<file path="src/rtl/ram_arbiter_pkg.sv">
// Shared types and constants for the external RAM arbiter.
// Grant encodings double as the debug owner code on grant_o.
package ram_arbiter_pkg;

  localparam int unsigned RAM_AW  = 17;
  localparam int unsigned RAM_DW  = 16;
  localparam int unsigned BURST_W = 8;

  typedef enum logic [1:0] {
    GNT_IDLE = 2'b00,
    GNT_CPU  = 2'b01,
    GNT_VID  = 2'b10
  } grant_t;

  typedef enum logic [1:0] {
    ST_IDLE,
    ST_CPU,
    ST_VID
  } arb_state_t;

  function automatic grant_t state_to_grant(input arb_state_t st);
    case (st)
      ST_CPU:  return GNT_CPU;
      ST_VID:  return GNT_VID;
      default: return GNT_IDLE;
    endcase
  endfunction

endpackage

</file>
<file path="src/rtl/ram_arbiter_mux.sv">
// Combinational RAM pin and acknowledge steering from the registered grant.
// Non-owners never see an ack; idle or strobe-low owners leave the pins inactive.
module ram_arbiter_mux
  import ram_arbiter_pkg::*;
(
  input  grant_t              grant_i,
  input  logic [RAM_AW-1:0]   cpu_adr_i,
  input  logic [RAM_DW-1:0]   cpu_dat_i,
  input  logic [1:0]          cpu_sel_i,
  input  logic                cpu_we_i,
  input  logic                cpu_stb_i,
  output logic                cpu_ack_o,
  output logic [RAM_DW-1:0]   cpu_dat_o,
  input  logic [RAM_AW-1:0]   vid_adr_i,
  input  logic                vid_stb_i,
  output logic                vid_ack_o,
  output logic [RAM_DW-1:0]   vid_dat_o,
  output logic [RAM_AW-1:0]   ram_adr_o,
  output logic [RAM_DW-1:0]   ram_dat_o,
  output logic [1:0]          ram_sel_o,
  output logic                ram_wen_o,
  output logic                ram_oen_o,
  input  logic                ram_ack_i,
  input  logic [RAM_DW-1:0]   ram_dat_i
);

  logic cpu_own;
  logic vid_own;

  assign cpu_own = (grant_i == GNT_CPU);
  assign vid_own = (grant_i == GNT_VID);

  always_comb begin
    ram_adr_o = '0;
    ram_dat_o = '0;
    ram_sel_o = 2'b00;
    ram_wen_o = 1'b1;
    ram_oen_o = 1'b1;
    if (cpu_own) begin
      ram_adr_o = cpu_adr_i;
      ram_dat_o = cpu_dat_i;
      ram_sel_o = cpu_sel_i;
      ram_wen_o = ~(cpu_stb_i & cpu_we_i);
      ram_oen_o = ~(cpu_stb_i & ~cpu_we_i);
    end else if (vid_own) begin
      // Video is a read-only, full-word master.
      ram_adr_o = vid_adr_i;
      ram_sel_o = 2'b11;
      ram_oen_o = ~vid_stb_i;
    end
  end

  assign cpu_ack_o = ram_ack_i & cpu_own & cpu_stb_i;
  assign vid_ack_o = ram_ack_i & vid_own & vid_stb_i;
  assign cpu_dat_o = ram_dat_i;
  assign vid_dat_o = ram_dat_i;

endmodule

</file>
<file path="src/rtl/ram_arbiter.sv">
// Two-master arbiter for the external 16-bit RAM: video has priority,
// bounded by a burst limit so a pending CPU cycle is served in bounded time.
//
//   state   | meaning
//   --------+---------------------------------------------------------
//   ST_IDLE | no owner, pins inactive, requests sampled for next cycle
//   ST_CPU  | CPU owns RAM for the whole cpu_cyc_i (multi-beat atomic)
//   ST_VID  | video owns RAM, counting acked words toward burst limit
module ram_arbiter
  import ram_arbiter_pkg::*;
#(
  parameter int unsigned VID_BURST_MAX = 8
) (
  input  logic                clk_i,
  input  logic                reset_i,
  input  logic [RAM_AW-1:0]   cpu_adr_i,
  input  logic [RAM_DW-1:0]   cpu_dat_i,
  input  logic [1:0]          cpu_sel_i,
  input  logic                cpu_we_i,
  input  logic                cpu_cyc_i,
  input  logic                cpu_stb_i,
  output logic                cpu_ack_o,
  output logic [RAM_DW-1:0]   cpu_dat_o,
  input  logic [RAM_AW-1:0]   vid_adr_i,
  input  logic                vid_stb_i,
  output logic                vid_ack_o,
  output logic [RAM_DW-1:0]   vid_dat_o,
  output logic [RAM_AW-1:0]   ram_adr_o,
  output logic [RAM_DW-1:0]   ram_dat_o,
  output logic [1:0]          ram_sel_o,
  output logic                ram_wen_o,
  output logic                ram_oen_o,
  input  logic                ram_ack_i,
  input  logic [RAM_DW-1:0]   ram_dat_i,
  output logic [1:0]          grant_o
);

  localparam logic [BURST_W-1:0] BURST_LIM = BURST_W'(VID_BURST_MAX);

  arb_state_t         state_q, state_d;
  logic [BURST_W-1:0] burst_q, burst_d;
  logic [BURST_W-1:0] burst_inc;
  logic               cpu_req;
  logic               vid_xfer_done;
  grant_t             grant;

  assign cpu_req       = cpu_cyc_i & cpu_stb_i;
  assign vid_xfer_done = ram_ack_i & vid_stb_i;
  assign burst_inc     = (burst_q == BURST_LIM) ? burst_q : burst_q + 1'b1;

  always_ff @(posedge clk_i or posedge reset_i) begin
    if (reset_i) begin
      state_q <= ST_IDLE;
      burst_q <= '0;
    end else begin
      state_q <= state_d;
      burst_q <= burst_d;
    end
  end

  always_comb begin
    state_d = state_q;
    burst_d = burst_q;
    case (state_q)
      ST_IDLE: begin
        burst_d = '0;
        if (vid_stb_i)    state_d = ST_VID;
        else if (cpu_req) state_d = ST_CPU;
      end
      ST_VID: begin
        // Hand over only on an ack boundary so no video transfer is cut short.
        if (vid_xfer_done) begin
          burst_d = burst_inc;
          if (cpu_req && burst_inc == BURST_LIM) begin
            state_d = ST_CPU;
            burst_d = '0;
          end
        end else if (!vid_stb_i) begin
          state_d = ST_IDLE;
          burst_d = '0;
        end
      end
      ST_CPU: begin
        burst_d = '0;
        if (!cpu_cyc_i) state_d = vid_stb_i ? ST_VID : ST_IDLE;
      end
      default: begin
        state_d = ST_IDLE;
        burst_d = '0;
      end
    endcase
  end

  assign grant   = state_to_grant(state_q);
  assign grant_o = grant;

  ram_arbiter_mux u_mux (
    .grant_i   (grant),
    .cpu_adr_i (cpu_adr_i),
    .cpu_dat_i (cpu_dat_i),
    .cpu_sel_i (cpu_sel_i),
    .cpu_we_i  (cpu_we_i),
    .cpu_stb_i (cpu_stb_i),
    .cpu_ack_o (cpu_ack_o),
    .cpu_dat_o (cpu_dat_o),
    .vid_adr_i (vid_adr_i),
    .vid_stb_i (vid_stb_i),
    .vid_ack_o (vid_ack_o),
    .vid_dat_o (vid_dat_o),
    .ram_adr_o (ram_adr_o),
    .ram_dat_o (ram_dat_o),
    .ram_sel_o (ram_sel_o),
    .ram_wen_o (ram_wen_o),
    .ram_oen_o (ram_oen_o),
    .ram_ack_i (ram_ack_i),
    .ram_dat_i (ram_dat_i)
  );

endmodule

</file>
<file path="config.mk">
export PLATFORM = sky130hd
export DESIGN_NAME = ram_arbiter
export DESIGN_NICKNAME = d
export VERILOG_FILES = /design/src/rtl/ram_arbiter_pkg.sv /design/src/rtl/ram_arbiter_mux.sv /design/src/rtl/ram_arbiter.sv
export SDC_FILE = /design/constraint.sdc
export NUM_CORES = 1
export LEC_CHECK = 0
export CAP_MARGIN = 20
export CORE_AREA = 5 5 62 92
export CTS_CLUSTER_DIAMETER = 30
export DETAILED_ROUTE_END_ITERATION = 10
export DIE_AREA = 0 0 67 97
export PLACE_DENSITY = 0.79
export SLEW_MARGIN = 30
export SYNTH_ARGS = -nofsm -noshare
export SYNTH_HDL_FRONTEND = slang
export SYNTH_SLANG_ARGS = --single-unit
</file>
<file path="constraint.sdc">
create_clock -name clk_i -period 2.9 [get_ports clk_i]
set_clock_uncertainty 0.05 [all_clocks]
set_input_delay 0.435 -clock clk_i [delete_from_list [all_inputs] [get_ports clk_i]]
set_output_delay 0.435 -clock clk_i [all_outputs]
set_load 0.05 [all_outputs]
</file>
### After elaboration in Yosys (flattened, before gate mapping)

Cells that the tools add are included.

| word-level totals | value |
|---|---|
| bits of input ports | 75 |
| memories | 0 |
| RAM bits | 0 |
| word-level logic and storage cells | 50 |
| flip-flop bits (word level) | 10 |
| output and inout bits | 73 |
| bits in read-only memories | 0 |
| latch bits | 0 |

| operators by class | value |
|---|---|
| eq/ne operators | 10 |
| magnitude comparators | 0 |
| reduce and logical (&&, ||, !) cells | 3 |
| multipliers | 0 |
| $add $sub $neg | 1 |
| divide/modulo/power cells | 0 |
| shifts and indexed selects | 0 |
| bitwise logic cells | 12 |
| mux-type cells | 22 |

Operator list:

| kind | number |
|---|---|
| $mux 8 | 5 |
| $mux 17 | 2 |
| $mux 2 | 9 |
| $eq 8x4->1 const B | 2 |
| $mux 16 | 1 |
| $ne 3x3->1 const B | 3 |
| $add 8x1->8 const B | 1 |
| $and 1x1->1 | 8 |
| $pmux 2 s3 | 1 |
| $eq 2x1->1 const B | 2 |
| $eq 2x2->1 const B | 2 |
| $not 1->1 | 4 |
| $pmux 2 s2 | 1 |
| $reduce_and 4->1 | 1 |
| $mux 1 | 3 |
| $logic_not 2->1 | 1 |
| $ne 2x2->1 const B | 1 |
| $logic_and 1x1->1 | 1 |

### Depth between registers and ports, before layout

| logic depth | value |
|---|---|
| depth in word-level cells | 7 |
| gate-level depth with buffers | 7 |
| mapped depth without buffers | 7 |

### Cells and area by module

From an unflattened synthesis, not the netlist that was laid out.

| second synthesis, totals | value |
|---|---|
| cell total of the unflattened synthesis | 157 |
| area total of the unflattened synthesis | 1310.0 um^2 |

Modules (own cells, without submodules):

| module | instances | cells each | seq. area each (um^2) | area each (um^2) |
|---|---|---|---|---|
| ram_arbiter | 1 | 77 | 250.2 | 704.4 |
| ram_arbiter_mux | 1 | 80 | 0.0 | 605.6 |

### Least setup slack after synthesis

OpenSTA, ideal clock, no wires.

| timing path | value |
|---|---|
| path kind | register to output |
| from | register state_q[1] |
| to | output port ram_wen_o |
| required time | 2.415 ns |
| path slack | 0.388 ns |
| arrival | 2.027 ns |
| cell stages (with the launch flop) | 5 |
| path buffers | 2 |
| cell sequence | dfrtp_1 nor2b_1 clkbuf_1 clkbuf_1 nand3_1 |

| between the ends | value |
|---|---|
| longest elaborated chain between the ends | 4 |
| elaborated cells on any way between the ends | 5 |
| classes of those cells | eq/ne (3); mux (2) |

Ends and longest elaborated chain:

| what | line | source |
|---|---|---|
| from (decl) | ram_arbiter.sv:40 | `arb_state_t state_q, state_d;` |
| from (signal assigned) | ram_arbiter.sv:56 | `state_q <= state_d;` |
| $eq 2x2->1 or $eq 2x1->1 (tied branches) | ram_arbiter_pkg.sv:22 | `case (st)` |
| $pmux 2 s2 * | ram_arbiter_pkg.sv:22 |  |
| named net grant_o[0] | ram_arbiter.sv:35 | `output logic [1:0] grant_o` |
| $eq 2x1->1 * | ram_arbiter_mux.sv:30 | `assign cpu_own = (grant_i == GNT_CPU);` |
| $mux 1 * | ram_arbiter_mux.sv:39 | `if (cpu_own) begin` |
| to (decl) | ram_arbiter.sv:31 | `output logic ram_wen_o,` |

Mark *: on every way through the listed nets, which the timed path passes. The rest lies on a longest branch.

### Worst setup path after layout

| timing path | value |
|---|---|
| from | register state_q[0] |
| to | output port ram_dat_o[3] |

| between the ends | value |
|---|---|
| longest elaborated chain between the ends | 4 |
| elaborated cells on any way between the ends | 5 |
| classes of those cells | eq/ne (3); mux (2) |

Ends and longest elaborated chain:

| what | line | source |
|---|---|---|
| $eq 2x2->1 or $eq 2x1->1 (tied branches) | ram_arbiter_pkg.sv:22 |  |
| $pmux 2 s2 * | ram_arbiter_pkg.sv:22 |  |
| $eq 2x1->1 * | ram_arbiter_mux.sv:30 |  |
| $mux 16 * | ram_arbiter_mux.sv:39 |  |
| to (decl) | ram_arbiter.sv:29 | `output logic [RAM_DW-1:0] ram_dat_o,` |

Every way passes the cells marked *; elsewhere a longest branch is shown, timed or not.

==> metrics.md <==
| Metric | Value |
|---|---|
| Xor and xnor area share after synthesis | 5.53% |
| GR Layer Usage met2 | 24.8% |
| CP endpoint kind | output pin |
| Tcrit/Tclk final | 89.0% |
| CP max stage cell | clkdlybuf4s50_1 |
| Critical Path RT | 2.41 ns |
| Setup violations, final | 0 |
| Synthesized area per cell | 8.12 um^2 |
| Synth warn | 0 |
| Resized cells post-CTS | 0 |
| Via density | 4.71 |
| Main combinational cell family by area after synthesis | compound AO/OA/AOI/OAI gates |
| Commonest cells after routing, fill and taps aside | clkdlybuf4s50_1 (76), buf_12 (21), a22o_1 (19) |
| PwrDens | 368 nW/um^2 |
| Clock slew at reported path FFs | 0.05 ns |
| GR peak layer | met2 |
| Drt total wl | 4790 um |
| Setup TNS | 0 ns |
| Die area | 6500 um^2 |
| DP Wirelength | 4120 um |
| Routed WL per cell | 16.8 um |
| Actual slew at the worst max-slew pin | 0.524 ns |
| Clock sinks | 10 |
| Synth Cell Area | 1270 um^2 |
| Crit path largest cell delay | 0.82 ns |
| Worst-case clock buffer depth | 2 |
| Final GP Congestion | 0.894 |
| Post-synthesis mux area share | 0% |
| Grt total ovfl | 0 |
| Leakage | 0.956 nW |
| Initial DRC count | 33 |
| # rows | 31 |
| Ant diodes | 0 |
| Total iterations of the first detailed-routing run | 4 |
| Pin count of the biggest net entering global routing | 31 |
| Final Max Slew Viols | 0 |
| Hold slack | 0.434 ns |
| CTS buffer count | 3 |
| NumNets Final | 297 |
| Max_cap viols | 0 |
| CP startpoint kind | register |
| Synth Area in Adders | 1.98% |
| Die Wd | 67 um |
| IO Count | 148 |
| Syn_nets | 233 |
| First-pass GRT wire length | 6890 um |
| Simple-Gate Fraction of Synth Area | 23.0% |
| GR met3 Demand/Resource | 7.65% |
| Area grow syn2layout | 84.4% |
| Synth Area in Compound Gates | 25.0% |
| Vias in the first global route | 1324 |
| Critical Path, Cell by Cell | nor2b_2 > buf_4 > and2_1 > clkdlybuf4s50_1 |
| Multi-input logic area | 706 um^2 |
| Fill count | 443 |
| Relative slew margins | 64.9% |
| Status | finished clean |
| Register Area | 250 um^2 |
| # port buffers | 99 |
| Worst skew pair latency | 0.24 ns |
| Worst Path Arrival | 2.10 ns |
| Fmax | 387 MHz |
| Vias | 1342 |
| Setup repair after global routing missed its margin | false |
| CTS Root Cell | clkbuf_8 |
| M1 GR Usage | 12.0% |
| Tmin final | 2.58 ns |
| Hold-fix buffers, CTS | 0 |
| Post-CTS repair timing setup buffer count | 0 |
| H-tree depth | 1 |
| CTS tree | built |
| Commonest non-fill, non-tap cell in the layout | clkdlybuf4s50_1 |
| HP Class | in2async |
| Antenna violations before repair | 0 |
| Initial Util | 26.5% |
| Post-Synthesis Cells | 156 |
| Hold Vio Cnt, Final | 0 |
| DRC violations left | 0 |
| Sequential area share after synthesis | 19.8% |
| Maximum VDD drop | 0.000150 V |
| Yosys cell types | 40 |
| Final ANT Viol Nets | 0 |
| Worst-path fanout max | 30 |
| Die Span Y | 97 um |
| Total track usage | 14.3% |
| Share of cells above drive strength 1 | 18.3% |
| Yosys reg bits | 10 |
| Core Region | 4770 um^2 |
| Setup CP Type | reg2out |
## final cells by class
class                   instances  area share [%]
clock buffers                   4            2.36
inverters                       6           0.965
multi-input cells              97            30.2
flip-flops and latches         10            10.7
well taps                      66            3.54
repair buffers                102            52.2
## cell families (layout without fill, tap and decap cells)
kind of cell	count (synthesis)	count (layout)
buffers and inverters	49	112
AOI/OAI and AO/OA	37	37
and+or+nand+nor	50	50
DFF	10	10
xor gates and xnor gates	8	8
adders and majority gates	2	2
## power by group
part | leakage (nW) | switching [mW] | total (mW) | internal, mW
logic | 0.791 | 0.271 | 0.527 | 0.256
registers | 0.137 | 0.00573 | 0.149 | 0.144
clock network | 0.0288 | 0.0631 | 0.183 | 0.120
## stage by stage
step,setup WS [ns],area (um^2),power [mW],instances,utilization (%)
after global routing,0.195,2330,0.889,285,48.9
after floorplan,0.388,1270,0.517,156,-
after global placement,0.599,2280,0.678,281,47.8
final,0.318,2330,0.859,285,48.9
after CTS,0.286,2330,0.869,285,48.9
after detailed placement,0.562,2280,0.683,281,47.8
## synth_stat cells
cell type  instances  share of area (%)
a22o_1            19                 13
o21ai_1            1               0.39
and2_1            16                7.9
o21a_1             1               0.59
o21ai_0            2               0.79
o41ai_1            1               0.69
a41oi_2            1                1.3
a31oi_1            3                1.5
o2111ai_1          1               0.69
nand2_1            8                2.4
and4_2             1               0.79
inv_1              6                1.8
and4_1             1               0.69
buf_4             32                 19
o31ai_2            1               0.99
a21oi_1            1               0.39
or4b_4             1                1.1
a21o_1             2                1.2
nor3_1             1               0.39
buf_2              1               0.39
a41o_1             1               0.79
ha_1               2                2.0
xnor2_1            4                2.8
buf_6              1               0.89
nand3_1            5                2.0
clkbuf_1           9                2.7
a311oi_1           1               0.69
or3b_2             1               0.69
nor2_1             7                2.1
a211oi_1           1               0.59
and3_1             2               0.99
and3_2             1               0.59
or2_4              1               0.69
nor3b_1            1               0.59
nand4b_1           1               0.69
dfrtp_1           10                 20
nand2_2            1               0.49
nor2b_1            2               0.99
o32ai_2            1                1.3
xor2_1             4                2.8
## state kept, by name (all words and copies together) (netlist names)
name,flops
state_q,2
burst_q,8
## worst max-delay path: cells and delay by family, from the launching register on
| family | cells | cell delay [ns] |
|---|---|---|
| buffers and inverters | 2 | 1.09 |
| flip-flops | 1 | 0.40 |
| AND/OR/NAND/NOR | 2 | 0.35 |
## layer usage
layer | vias to the layer above | part of all wire, %
met1 | 599 | 29
met4 | 0 | 4.9
met5 | - | 0
met2 | 73 | 53
met3 | 29 | 14
li1 | 641 | -
## final timing paths
| kind | depth (start not counted) | startpoint | slack (ns) | end |
|---|---|---|---|---|
| min | 2 | reset_i | 0.43 | burst_q[4] |
| min in group clk_i | 1 | state_q[0] | 0.49 | state_q[0] |
| max in group asynchronous | 2 | reset_i | 2.08 | state_q[1] |
| min reg2reg | 1 | state_q[0] | 0.49 | state_q[0] |
| max | 4 | state_q[0] | 0.32 | ram_dat_o[3] |
| max reg2reg | 7 | burst_q[0] | 0.79 | burst_q[3] |
(Power assumes the default switching activity.)
